<file path="config.mk">
export PLATFORM = sky130hd
export DESIGN_NAME = dmem_bridge
export DESIGN_NICKNAME = d
export VERILOG_FILES = /design/src/rtl/dmem_bridge.sv
export SDC_FILE = /design/constraint.sdc
export NUM_CORES = 1
export LEC_CHECK = 0
export ABC_AREA = 1
export ABC_CLOCK_PERIOD_IN_PS = 2200
export BUFFER_PORTS_ARGS = -buffer_cell sky130_fd_sc_hd__buf_2
export CAP_MARGIN = 20
export CELL_PAD_IN_SITES_DETAIL_PLACEMENT = 1
export CELL_PAD_IN_SITES_GLOBAL_PLACEMENT = 1
export CORE_ASPECT_RATIO = 0.9
export CORE_MARGIN = 2
export CORE_UTILIZATION = 33
export CTS_BUF_LIST = sky130_fd_sc_hd__clkbuf_8 sky130_fd_sc_hd__clkbuf_16
export CTS_CLUSTER_SIZE = 40
export DETAILED_ROUTE_END_ITERATION = 8
export PLACE_DENSITY_LB_ADDON = 0.08
export REMOVE_ABC_BUFFERS = 1
export SLEW_MARGIN = 10
export SYNTH_ARGS = -nofsm -noshare
export SYNTH_HDL_FRONTEND = slang
export SYNTH_SLANG_ARGS = --single-unit
</file>
<file path="constraint.sdc">
create_clock -name clk -period 2.2 [get_ports clk]
set_clock_uncertainty 0.2 [all_clocks]
set_input_delay 0.22 -clock clk [delete_from_list [all_inputs] [get_ports clk]]
set_output_delay 0.22 -clock clk [all_outputs]
set_load 0.005 [all_outputs]
</file>
<file path="src/rtl/dmem_bridge.sv">
// dmem_bridge: bridges a single-issue core's load/store port onto a simple
// word-wide req/ack bus. Stores are lane-replicated with byte enables; loads
// are lane-selected and sign/zero extended. Alignment and funct3 are checked
// before any bus activity, and a bounded wait on bus_ack turns into a fault.
//
// Ports
//   clk, reset            : clock, synchronous active-high reset
//   mem_valid             : core presents a load/store this cycle
//   data_mem_write_enable : 1 = store, 0 = load
//   ALUResult             : byte address
//   data_mem_write_data   : store data, LSB-aligned
//   funct3                : size/sign (B, H, W, BU, HU)
//   data_mem_read_data    : extended load result (registered)
//   stall                 : core holds PC and inputs while high
//   fault                 : one-cycle pulse on misaligned/illegal/error/timeout
//   bus_*                 : word-aligned request bus towards memory
module dmem_bridge #(
   parameter int unsigned TIMEOUT_CYCLES = 16
) (
   input  logic        clk,
   input  logic        reset,
   input  logic        mem_valid,
   input  logic        data_mem_write_enable,
   input  logic [31:0] ALUResult,
   input  logic [31:0] data_mem_write_data,
   input  logic [2:0]  funct3,
   output logic [31:0] data_mem_read_data,
   output logic        stall,
   output logic        fault,
   output logic        bus_req,
   output logic        bus_we,
   output logic [31:0] bus_addr,
   output logic [31:0] bus_wdata,
   output logic [3:0]  bus_be,
   input  logic        bus_ack,
   input  logic        bus_err,
   input  logic [31:0] bus_rdata
);

   localparam int unsigned CNT_W = 8;
   localparam logic [CNT_W-1:0] CNT_LAST = CNT_W'(TIMEOUT_CYCLES - 1);

   typedef enum logic [1:0] {
      IDLE = 2'd0,
      BUSY = 2'd1,
      DONE = 2'd2
   } state_t;

   state_t            state_q, state_d;
   logic [CNT_W-1:0]  cnt_q, cnt_d;
   logic              bus_req_q, bus_req_d;
   logic              bus_we_q, bus_we_d;
   logic [31:0]       bus_addr_q, bus_addr_d;
   logic [31:0]       bus_wdata_q, bus_wdata_d;
   logic [3:0]        bus_be_q, bus_be_d;
   logic [1:0]        off_q, off_d;
   logic [2:0]        f3_q, f3_d;
   logic [31:0]       rd_q, rd_d;
   logic              fault_q, fault_d;

   logic              legal_c;
   logic              aligned_c;
   logic              accept_c;
   logic [3:0]        be_c;
   logic [31:0]       wdata_c;
   logic [31:0]       load_c;
   logic [7:0]        byte_c;
   logic [15:0]       half_c;

   // Request decode: legality, alignment, lane enables and replicated store data
   always_comb begin
      legal_c   = 1'b0;
      aligned_c = 1'b0;
      be_c      = 4'b1111;
      wdata_c   = data_mem_write_data;
      case (funct3)
         3'b000, 3'b100: legal_c = 1'b1;
         3'b001, 3'b101: legal_c = 1'b1;
         3'b010:         legal_c = 1'b1;
         default:        legal_c = 1'b0;
      endcase
      case (funct3[1:0])
         2'b00: begin
            aligned_c = 1'b1;
            be_c      = 4'b0001 << ALUResult[1:0];
            wdata_c   = {4{data_mem_write_data[7:0]}};
         end
         2'b01: begin
            aligned_c = ~ALUResult[0];
            be_c      = ALUResult[1] ? 4'b1100 : 4'b0011;
            wdata_c   = {2{data_mem_write_data[15:0]}};
         end
         default: begin
            aligned_c = (ALUResult[1:0] == 2'b00);
            be_c      = 4'b1111;
            wdata_c   = data_mem_write_data;
         end
      endcase
      accept_c = mem_valid & legal_c & aligned_c;
   end

   // Load lane select and extension, using the offset latched at request time
   always_comb begin
      byte_c = bus_rdata[{off_q, 3'b000} +: 8];
      half_c = off_q[1] ? bus_rdata[31:16] : bus_rdata[15:0];
      case (f3_q[1:0])
         2'b00:   load_c = {{24{~f3_q[2] & byte_c[7]}}, byte_c};
         2'b01:   load_c = {{16{~f3_q[2] & half_c[15]}}, half_c};
         default: load_c = bus_rdata;
      endcase
   end

   // Next-state and next-register logic
   always_comb begin
      state_d     = state_q;
      cnt_d       = cnt_q;
      bus_req_d   = 1'b0;
      bus_we_d    = bus_we_q;
      bus_addr_d  = bus_addr_q;
      bus_wdata_d = bus_wdata_q;
      bus_be_d    = bus_be_q;
      off_d       = off_q;
      f3_d        = f3_q;
      rd_d        = rd_q;
      fault_d     = 1'b0;

      case (state_q)
         IDLE: begin
            if (accept_c) begin
               state_d     = BUSY;
               cnt_d       = '0;
               bus_req_d   = 1'b1;
               bus_we_d    = data_mem_write_enable;
               bus_addr_d  = {ALUResult[31:2], 2'b00};
               bus_wdata_d = wdata_c;
               bus_be_d    = be_c;
               off_d       = ALUResult[1:0];
               f3_d        = funct3;
            end else if (mem_valid) begin
               // Rejected before touching the bus; fault shows up next cycle
               fault_d = 1'b1;
            end
         end
         BUSY: begin
            // Ack wins over a timeout landing in the same cycle
            if (bus_ack) begin
               state_d = DONE;
               fault_d = bus_err;
               if (!bus_we_q) begin
                  rd_d = bus_err ? 32'd0 : load_c;
               end
            end else if (cnt_q == CNT_LAST) begin
               state_d = DONE;
               fault_d = 1'b1;
               if (!bus_we_q) begin
                  rd_d = 32'd0;
               end
            end else begin
               cnt_d     = cnt_q + CNT_W'(1);
               bus_req_d = 1'b1;
            end
         end
         DONE: begin
            // Core advances on this edge, so mem_valid here is not a new request
            state_d = IDLE;
         end
         default: begin
            state_d = IDLE;
         end
      endcase
   end

   // State and datapath registers
   always_ff @(posedge clk) begin
      if (reset) begin
         state_q     <= IDLE;
         cnt_q       <= '0;
         bus_req_q   <= 1'b0;
         bus_we_q    <= 1'b0;
         bus_addr_q  <= '0;
         bus_wdata_q <= '0;
         bus_be_q    <= '0;
         off_q       <= '0;
         f3_q        <= '0;
         rd_q        <= '0;
         fault_q     <= 1'b0;
      end else begin
         state_q     <= state_d;
         cnt_q       <= cnt_d;
         bus_req_q   <= bus_req_d;
         bus_we_q    <= bus_we_d;
         bus_addr_q  <= bus_addr_d;
         bus_wdata_q <= bus_wdata_d;
         bus_be_q    <= bus_be_d;
         off_q       <= off_d;
         f3_q        <= f3_d;
         rd_q        <= rd_d;
         fault_q     <= fault_d;
      end
   end

   // Stall covers the accepting IDLE cycle, so it must see the live request
   assign stall              = ((state_q == IDLE) & accept_c) | (state_q == BUSY);
   assign fault              = fault_q;
   assign data_mem_read_data = rd_q;
   assign bus_req            = bus_req_q;
   assign bus_we             = bus_we_q;
   assign bus_addr           = bus_addr_q;
   assign bus_wdata          = bus_wdata_q;
   assign bus_be             = bus_be_q;

endmodule

</file>
# ---- Word-level counts from Yosys, hierarchy flattened
# Cells that the tools add are included.
dict set report totals {
  regBits 116
  in_bits 105
  out_inout_bits 104
  wordCells 76
}
dict set report op_classes {
  n_addsub 1
  eq_ne 12
  shift 2
  muxes 29
  bitwise_logic 9
  n_reduce_logical 12
}
# operator n
set ops {}
lappend ops {{32-bit 2-to-1 mux} 5}
lappend ops {{32-bit case mux with 2 select lines} 2}
lappend ops {{32-bit by 6-bit indexed part select with 8-bit output} 1}
lappend ops {{8-bit 2-to-1 mux} 3}
lappend ops {{16-bit 2-to-1 mux} 1}
lappend ops {{8-bit case mux with 2 select lines} 1}
lappend ops {{8-bit by 1-bit adder with 8-bit output, second input constant} 1}
lappend ops {{8-bit by 4-bit == test with 1-bit output, second input constant} 1}
lappend ops {{2-bit zero test} 4}
lappend ops {{1-bit 2-to-1 mux} 8}
lappend ops {{4-bit case mux with 2 select lines} 1}
lappend ops {{2-bit by 1-bit == test with 1-bit output, second input constant} 3}
lappend ops {{3-bit == test, second input constant} 2}
lappend ops {{2-bit 2-to-1 mux} 3}
lappend ops {{2-bit != test, second input constant} 3}
lappend ops {{1-bit case mux with 2 select lines} 3}
lappend ops {{1-bit bitwise AND} 5}
lappend ops {{5-bit OR reduction} 1}
lappend ops {{4-bit 2-to-1 mux} 1}
lappend ops {{2-bit case mux with 2 select lines} 1}
lappend ops {{2-bit AND reduction} 2}
lappend ops {{4-bit AND reduction} 1}
lappend ops {{2-bit nonzero test} 2}
lappend ops {{1-bit by 2-bit left shift with 4-bit output, first input constant} 1}
lappend ops {{7 further kinds} 9}

# ---- Depth between registers and ports, before layout
# Gate-level depths: netlist of the first run.
dict set report logic_depth {
  word_depth 7
  depth_mapped 11
}

# ---- Least setup slack after synthesis of the first run
# Ideal clock, no wire load.
dict set report synth_path {
  kind {reg2reg}
  startpoint {reg cnt_q[0]}
  endpoint {reg cnt_q[2]}
  setup_ps 118
  t_arrival_ps 1359
  t_required_ps 1882
  path_slack_ps 523
  stages_incl_launch_ff 9
  path_buffers 0
  period_less_slack_ps 1677
  path_cell_list {dfxtp_1 ha_1 nand2_1 inv_1 nand4_1 nand3_1 nand2_1 a21oi_1 nor2_1}
}
dict set report synth_between {
  elab_chain_len 4
}
# element line
set synth_lines {}
lappend synth_lines {{start: declaration} 50} ;# logic [CNT_W-1:0] cnt_q, cnt_d;
lappend synth_lines {{start signal: assignment} 189} ;# cnt_q <= cnt_d;
lappend synth_lines {{8-bit by 1-bit adder with 8-bit output} 159} ;# cnt_d = cnt_q + CNT_W'(1);
lappend synth_lines {{8-bit 2-to-1 mux} 152} ;# end else if (cnt_q == CNT_LAST) begin
lappend synth_lines {{8-bit 2-to-1 mux} 146} ;# if (bus_ack) begin
lappend synth_lines {{8-bit case mux with 2 select lines} 127} ;# case (state_q)
# Several ways; a longest one is shown, not always the timed one. The select of a mux whose other input is x is not followed.
# A chain may end at the register's enable or synchronous reset.

# ---- Final worst setup path of the first run
dict set report layout_path {
  startpoint {in ALUResult[1]}
  endpoint {out stall}
}
dict set report layout_between {
  elab_chain_len 5
}
# element line
set layout_lines {}
lappend layout_lines {{start: declaration} 24} ;# input logic [31:0] ALUResult,
lappend layout_lines {{2-bit zero test} 94} ;# aligned_c = (ALUResult[1:0] == 2'b00);
lappend layout_lines {{1-bit case mux with 2 select lines} 82} ;# case (funct3[1:0])
lappend layout_lines {{1-bit bitwise AND} 99} ;# accept_c = mem_valid & legal_c & aligned_c;
lappend layout_lines {{1-bit bitwise AND} 203} ;# assign stall = ((state_q == IDLE) & accept_c) | (state_q == BUSY);
lappend layout_lines {{1-bit OR} 203}
lappend layout_lines {{end: declaration} 28} ;# output logic stall,
# Every way passes these cells.

==> metrics.yaml, run 1 <==
status:
  run_status: "complete, no violations"
clocking:
  cts.repair_timing.setup_buffer_count: 0
  clk_latency_ps: 410
  cts-htree-levels: 4
  cts_tree: "yes"
  clk_transition_reported_paths_ps: 60
  clock_tree.buffer_depth: 2
  clock-root-buffer: "sky130_fd_sc_hd__clkbuf_16"
  tritoncts.num_buffers: 17
  tritoncts_num_sinks: 116
die:
  floorplan_die_height_um: 125
  die_w_um: 138
  fp_rows: 44
  die-area_um2: 17200
  fp.coreArea_um2: 16000
  num_io_pins: 209
  start_util_pct: 33.4
finish:
  most_frequent_cells_in_the_layout: "sky130_fd_sc_hd__nand2_1, sky130_fd_sc_hd__buf_2, sky130_fd_sc_hd__dfxtp_1"
  layout.cells.most_common: "sky130_fd_sc_hd__nand2_1"
  drive_above_1_share_pct: 28.5
  fillerInstances: 2071
  seqCellArea_um2: 2320
  p_r_area_growth_vs_syn_pct: 47.2
  final_net_count: 1132
  final_core_utilization_pct: 49.2
  multi_input_area_um2: 2580
flow_run:
  maxCapViolations: 0
worst_setup_path:
  startpoint_of_the_worst_slack_reg_to_reg_timing_path: "cnt_q[0]$_SDFFE_PP0P_"
  max_stage_delay_ps: 550
  critPathCaptureType: "primary output"
  critical_path_class: "in -> out"
  path_max_fanout: 14
  cp_common_cell: "sky130_fd_sc_hd__nand2_1"
  critical_path_cell_by_cell: "dlygate4sd3_1 > buf_2 > nor2_1 > nand2_1 > nand2_1 > nand3_4 > buf_8 > nand2_1 > buf_2"
  critPathRequiredTime_ps: 1780
  arrival_time_at_the_worst_endpoint_ps: 1700
  critical_path.reg2reg.endpoint: "data_mem_read_data[25]$_SDFFE_PP0P_"
  crit_slowest_cell: "sky130_fd_sc_hd__dlygate4sd3_1"
  worstRegToRegCells: 9
  critical_path.startpoint_type: "input port"
  worst-r2r-setup-slack_ps: 220
synth:
  synth_cells: 760
  synth_top_area_share_pct: 43.5
  synth_area_per_cell_um2: 7.02
  post_synth_num_cell_types: 35
  synth_sequential_area_ratio_pct: 43.5
  warnings_from_yosys: 0
  ys_seq_elements: 116
  synthesis.area_um2: 5330
  synth_top_area_cell: "sky130_fd_sc_hd__dfxtp_1"
  post_synth_main_area_contributors: "sky130_fd_sc_hd__dfxtp_1, sky130_fd_sc_hd__nand2_1, sky130_fd_sc_hd__a21oi_1"
timing:
  fin_crit_ps: 2120
  fmaxAchievable_mhz: 473
  final_hold_viol_count: 0
  fin_tns_setup_ps: 0
  final_max_slew_viol_count: 0
  fin_hold_ws_ps: 11.8
  finalSetupViolations: 0
  final_min_period_over_clock_period_pct: 96.1
  finalWorstSetupSlack_ps: 84.8
  unrepaired_setup_endpoints_after_global_routing: "no"
route:
  wl_per_cell_um: 15.5
  drt-vias-per-instance: 4.81
  detail-route-antenna-nets: 0
  routed_wirelength_mm: 19.4
  drt_iter0_drc: 205
  dr_total_vias: 5988
  drc: 0
  drtPass1Iterations: 4
min_path:
  number_of_instances_on_the_worst_hold_path: 5
  timing.hold.worst.start: "bus_rdata[27]"
  worst_hold_path_type: "in -> reg"
  worstHoldEndpoint: "data_mem_read_data[27]$_SDFFE_PP0P_"
placement:
  hpwl_dp_mm: 12.8
  finalWeightedCongestion: 0.783
  detailedPlace.worstSlack_ps: 249
  placement.io_buffers: 206
global_route:
  overflow: 0
  track_usage_pct: 22.8
  antenna_found_initial: 2
  grt_start_max_net_pins: 92
  grt_pass1_vias: 6491
  wire_length_of_the_first_global_routing_pass_mm: 31.8
pwr:
  power_per_cell_area_nw_per_um2: 755
  power_leakage_nw: 3.68
  post-layout-total-power_mw: 5.93
  worst_ir_drop_vdd_v: 0.000597
stage by stage:
stage	instance area [um2]	cells
after floorplan	5080	716
after global placement	6520	1144
after detailed placement	6520	1144
after CTS	7830	1245
after global routing	7850	1246
final	7850	1246
final cells by class:
class                      count  area share (%)
clock buffer                  19            5.77
clock inverter                12            1.98
timing repair buffer         291            24.1
tap                          207            3.30
sequential                   116            29.6
antenna                        1          0.0319
multi-input combinational    553            32.9
inverter                      47            2.31
cells in the mapped netlist, drive strengths merged:
| cell | n |
|---|---|
| clkbuf | 21 |
| nor2 | 39 |
| nand3 | 37 |
| conb | 1 |
| dfxtp | 116 |
| a211oi | 2 |
| buf | 24 |
| nand2 | 292 |
| or2 | 8 |
| o211ai | 9 |
| ha | 1 |
| o2111ai | 8 |
| clkinv | 2 |
| nand4 | 6 |
| a21oi | 111 |
| inv | 45 |
| xnor2 | 1 |
| o21ai | 35 |
| xor2 | 2 |
routing by layer:
layer / vias to the layer above / global-route usage (%) / share of wire [%]
met4: 0 / 6.36 / 1.5
met5: - / 0 / 0
met2: 167 / 40.2 / 49
li1: 2991 / - / -
met1: 2807 / 26.8 / 43
met3: 23 / 6.96 / 5.7
critical path: cells and delay by family:
family | cells | cell delay [ps]
buf+inv | 4 | 990
simple gates | 5 | 470
sequential cells by signal, indices dropped and copies added, names as in the netlist:
register / count
data_mem_read_data: 32
cnt_q: 8
off_q: 2
bus_we: 1
f3_q: 3
bus_wdata: 32
bus_addr: 30
bus_be: 4
bus_req: 1
state_q: 2
fault: 1
logic make-up after synthesis:
logic type               synth area share (%)
AO/OA/AOI/OAI                            17.3
flip-flops                               43.5
buffers and inverters                    8.21
AND/OR/NAND/NOR                          30.2
other                                  0.0703
XOR/XNOR                                0.493
adder cells (fa/ha/maj)                 0.235
power breakdown:
part | switching [mW] | internal, mW | total (mW)
combinational | 0.470 | 0.352 | 0.822
clock | 1.04 | 1.83 | 2.88
sequential | 0.0445 | 2.18 | 2.23
how the worst max path moves through the flow:
stage,startpoint,endpoint,slack (ps),cells past startpoint
2_1_floorplan,funct3[1],bus_be[2]$_SDFFE_PP0P_,-460,7
3_3_place_gp,funct3[0],cnt_q[2]$_SDFFE_PP0P_,370,9
3_5_place_dp,cnt_q[0]$_SDFFE_PP0P_,data_mem_read_data[25]$_SDFFE_PP0P_,250,9
4_1_cts,funct3[2],stall,70,9
5_1_grt,ALUResult[1],stall,5,9
6_report,ALUResult[1],stall,80,9
repair_timing:
item	CTS	global route
gates resized for setup	0	3
hold buffers	70	0
setup endpoints to repair	0	1
hold endpoints to repair	71	0
Note: power is estimated with default switching activity, not from simulation.
==> run 2, diff against run 1 <==
--- a/config.mk
+++ b/config.mk
@@ -13,13 +13,13 @@
 export CELL_PAD_IN_SITES_GLOBAL_PLACEMENT = 1
 export CORE_ASPECT_RATIO = 0.9
 export CORE_MARGIN = 2
-export CORE_UTILIZATION = 33
-export CTS_BUF_LIST = sky130_fd_sc_hd__clkbuf_8 sky130_fd_sc_hd__clkbuf_16
+export CORE_UTILIZATION = 35
+export CTS_BUF_LIST = sky130_fd_sc_hd__clkbuf_4 sky130_fd_sc_hd__clkbuf_8
 export CTS_CLUSTER_SIZE = 40
 export DETAILED_ROUTE_END_ITERATION = 8
 export PLACE_DENSITY_LB_ADDON = 0.08
 export REMOVE_ABC_BUFFERS = 1
-export SLEW_MARGIN = 10
+export SLEW_MARGIN = 5
 export SYNTH_ARGS = -nofsm -noshare
 export SYNTH_HDL_FRONTEND = slang
 export SYNTH_SLANG_ARGS = --single-unit
==> run 2 against run 1 <==
Final area increased by 1.7%. First-iteration DRC count grew 8.8%. Flip-flop and latch count is the same. Clock-buffer cell count did not move. Non-clock buffer count rose by 37. Combinational power is 6.8% higher. Sequential share of layout area fell by 0.47 points. Worst hold slack better by 16 ps. Critical path depth decreased by 4. Utilization rose by 4.7 points. Global-route usage grew 1.7 points. Routed wire length increased by 3.7%. Largest cell class unchanged.
==> metrics.yaml, run 2 (synthesis results as in run 1) <==
route:
  route.layer.met1.wl_mm: 8.36  # -0.20%
  wl_met2_mm: 10.3  # +7.5%
  routed_wirelength_mm: 20.1  # +3.7%
  maxUsedRoutingLayer: "met4"
  drc: 0  # unchanged
  dr_total_vias: 6233  # +4.1%
  drt-vias-per-instance: 4.89  # +1.7%
  drtPass1Iterations: 4  # unchanged
  met3RoutedLength_mm: 1.03  # -7.0%
  drt_iter0_drc: 223  # +8.8%
  detail-route-antenna-nets: 0  # unchanged
  wl_per_cell_um: 15.7  # +1.4%
placement:
  detailedPlace.worstSlack_ps: 224  # -24.7 ps
  placement.io_buffers: 206  # unchanged
  finalWeightedCongestion: 0.833  # +6.5%
  hpwl_dp_mm: 12.9  # +0.73%
  dp_cells: 1137  # -0.61%
  placedInstanceArea_um2: 6530  # about the same
finish:
  layout.cells.most_common: "sky130_fd_sc_hd__nand2_1"
  final_net_count: 1169  # +3.3%
  most_frequent_cells_in_the_layout: "sky130_fd_sc_hd__nand2_1, sky130_fd_sc_hd__buf_2, sky130_fd_sc_hd__dfxtp_1"
  drive_above_1_share_pct: 28.0  # -0.54 points
  p_r_area_growth_vs_syn_pct: 49.6
  layout.cell_area.non_filler_um2: 7980  # +1.7%
  final-instance-count-excl-fill: 1275  # +2.3%
clocking:
  clk_latency_ps: 440  # +30 ps
  cts-htree-levels: 4  # unchanged
  tritoncts_num_sinks: 116  # unchanged
  cts_tree: "yes"
  clock-root-buffer: "sky130_fd_sc_hd__clkbuf_8"
  clock_tree.buffer_depth: 2  # unchanged
  tritoncts.num_buffers: 17  # unchanged
  clk_transition_reported_paths_ps: 70  # about the same
timing:
  unrepaired_setup_endpoints_after_global_routing: "yes"
  fmaxAchievable_mhz: 485  # +2.5%
  finalSetupViolations: 0  # unchanged
  finalWorstSetupSlack_ps: 136  # +51.6 ps
  final_max_slew_viol_count: 0  # unchanged
  final_min_period_over_clock_period_pct: 93.8  # -2.3 points
  fin_hold_ws_ps: 27.6  # +15.9 ps
  final_hold_viol_count: 0  # unchanged
  fin_crit_ps: 2060  # -51.6 ps
worst_setup_path:
  critical_path_cell_by_cell: "nor2_1 > nand3_4 > buf_4 > nand2_1 > buf_2"
  startpoint_of_the_worst_slack_reg_to_reg_timing_path: "cnt_q[0]$_SDFFE_PP0P_"
  max_stage_delay_ps: 340  # -210 ps
  critPathCaptureType: "primary output"
  crit_slowest_cell: "sky130_fd_sc_hd__dfxtp_1"
  crit_path_start: "state_q[1]$_SDFFE_PP0P_"
  critical_path_class: "reg -> out"
  critPathRequiredTime_ps: 1780  # about the same
  critical_path.startpoint_type: "flip-flop"
  arrival_time_at_the_worst_endpoint_ps: 1640  # -60 ps
  path_max_fanout: 11  # -3
pwr:
  clock_power_share_pct: 39.0  # -9.5 points
  power_per_cell_area_nw_per_um2: 638  # -16%
  p_int_mw: 3.62  # -17%
  seqPwrFrac_pct: 43.8  # +6.2 points
  comb_power_share_pct: 17.3  # +3.4 points
  post-layout-total-power_mw: 5.09  # -14%
  netSwitchingPower_mw: 1.47  # -5.7%
  p_sw_share_pct: 28.9  # +2.6 points
  worst_ir_drop_vdd_v: 0.000419  # -30%
  power_leakage_nw: 3.75  # +1.9%
die:
  die-area_um2: 16200  # -5.5%
  num_io_pins: 209  # unchanged
  start_util_pct: 36.0  # +2.6 points
  fp_rows: 42  # -4.5%
  die_w_um: 134  # -2.8%
  floorplan_die_height_um: 121  # -2.8%
  fp.coreArea_um2: 14800  # -7.2%
global_route:
  antenna_found_initial: 1  # -1
  wire_length_of_the_first_global_routing_pass_mm: 31.5  # -1.0%
  grt_start_max_net_pins: 69  # -25%
  overflow: 0  # unchanged
  track_usage_pct: 24.5  # +1.7 points
  grt_pass1_vias: 6423  # -1.0%
flow_run:
  maxCapViolations: 0  # unchanged
status:
  run_status: "complete, no violations"
min_path:
  timing.hold.worst.start: "bus_rdata[8]"
  worst_hold_path_type: "in -> reg"
run 2: worst paths after layout:
kind / cells past startpoint / to / slack [ps]
hold reg to reg: 2 / bus_wdata[0]$_SDFFE_PP0P_ / 250
setup / recovery: 5 / stall / 140
hold / removal: 5 / data_mem_read_data[8]$_SDFFE_PP0P_ / 30
setup reg to reg: 8 / fault$_SDFF_PP0_ / 140
run 2: power by group through the flow:
stage | clock network (mW) | registers [mW] | logic [mW]
global route | 2.13 | 2.24 | 0.968
CTS | 2.03 | 2.23 | 0.868
finish | 1.98 | 2.23 | 0.878
floorplan | 0 | 2.28 | 0.333
global placement | 0 | 2.27 | 0.698
detailed placement | 0 | 2.27 | 0.715
run 2: cell type report:
class	count	area [um2]
diodes	1	2.50
inverters	47	181
clock inverters	13	134
well taps	198	248
flip-flops and latches	116	2320
clock buffers	19	255
repair buffers	328	2250
fillers	1944	6840
multi-input cells	553	2590
run 2: routing by layer:
metal | vias up | global-route usage [%]
met3 | 28 | 6.56
met2 | 172 | 44.9
li1 | 3062 | -
met1 | 2971 | 27.4
met4 | 0 | 8.16
met5 | - | 0
run 2: repair_timing:
action,4_1_cts,5_1_grt
setup buffers,0,0
resized for setup,0,3
hold buffers,104,1
setup endpoints to repair,0,2
endpoints found under the hold margin,105,3
run 2: critical path, delay by kind of cell (launching register included):
family | cells | cell delay (ps)
AND/OR/NAND/NOR | 3 | 540
flip-flops | 1 | 340
buffers and inverters | 2 | 340
run 2: metrics by stage:
| stage | setup TNS (ps) | util (%) |
|---|---|---|
| floorplan | -24640 | - |
| global placement | 0 | 44.0 |
| detailed placement | 0 | 44.0 |
| CTS | 0 | 53.7 |
| global route | -8.01 | 53.8 |
| finish | 0 | 53.9 |
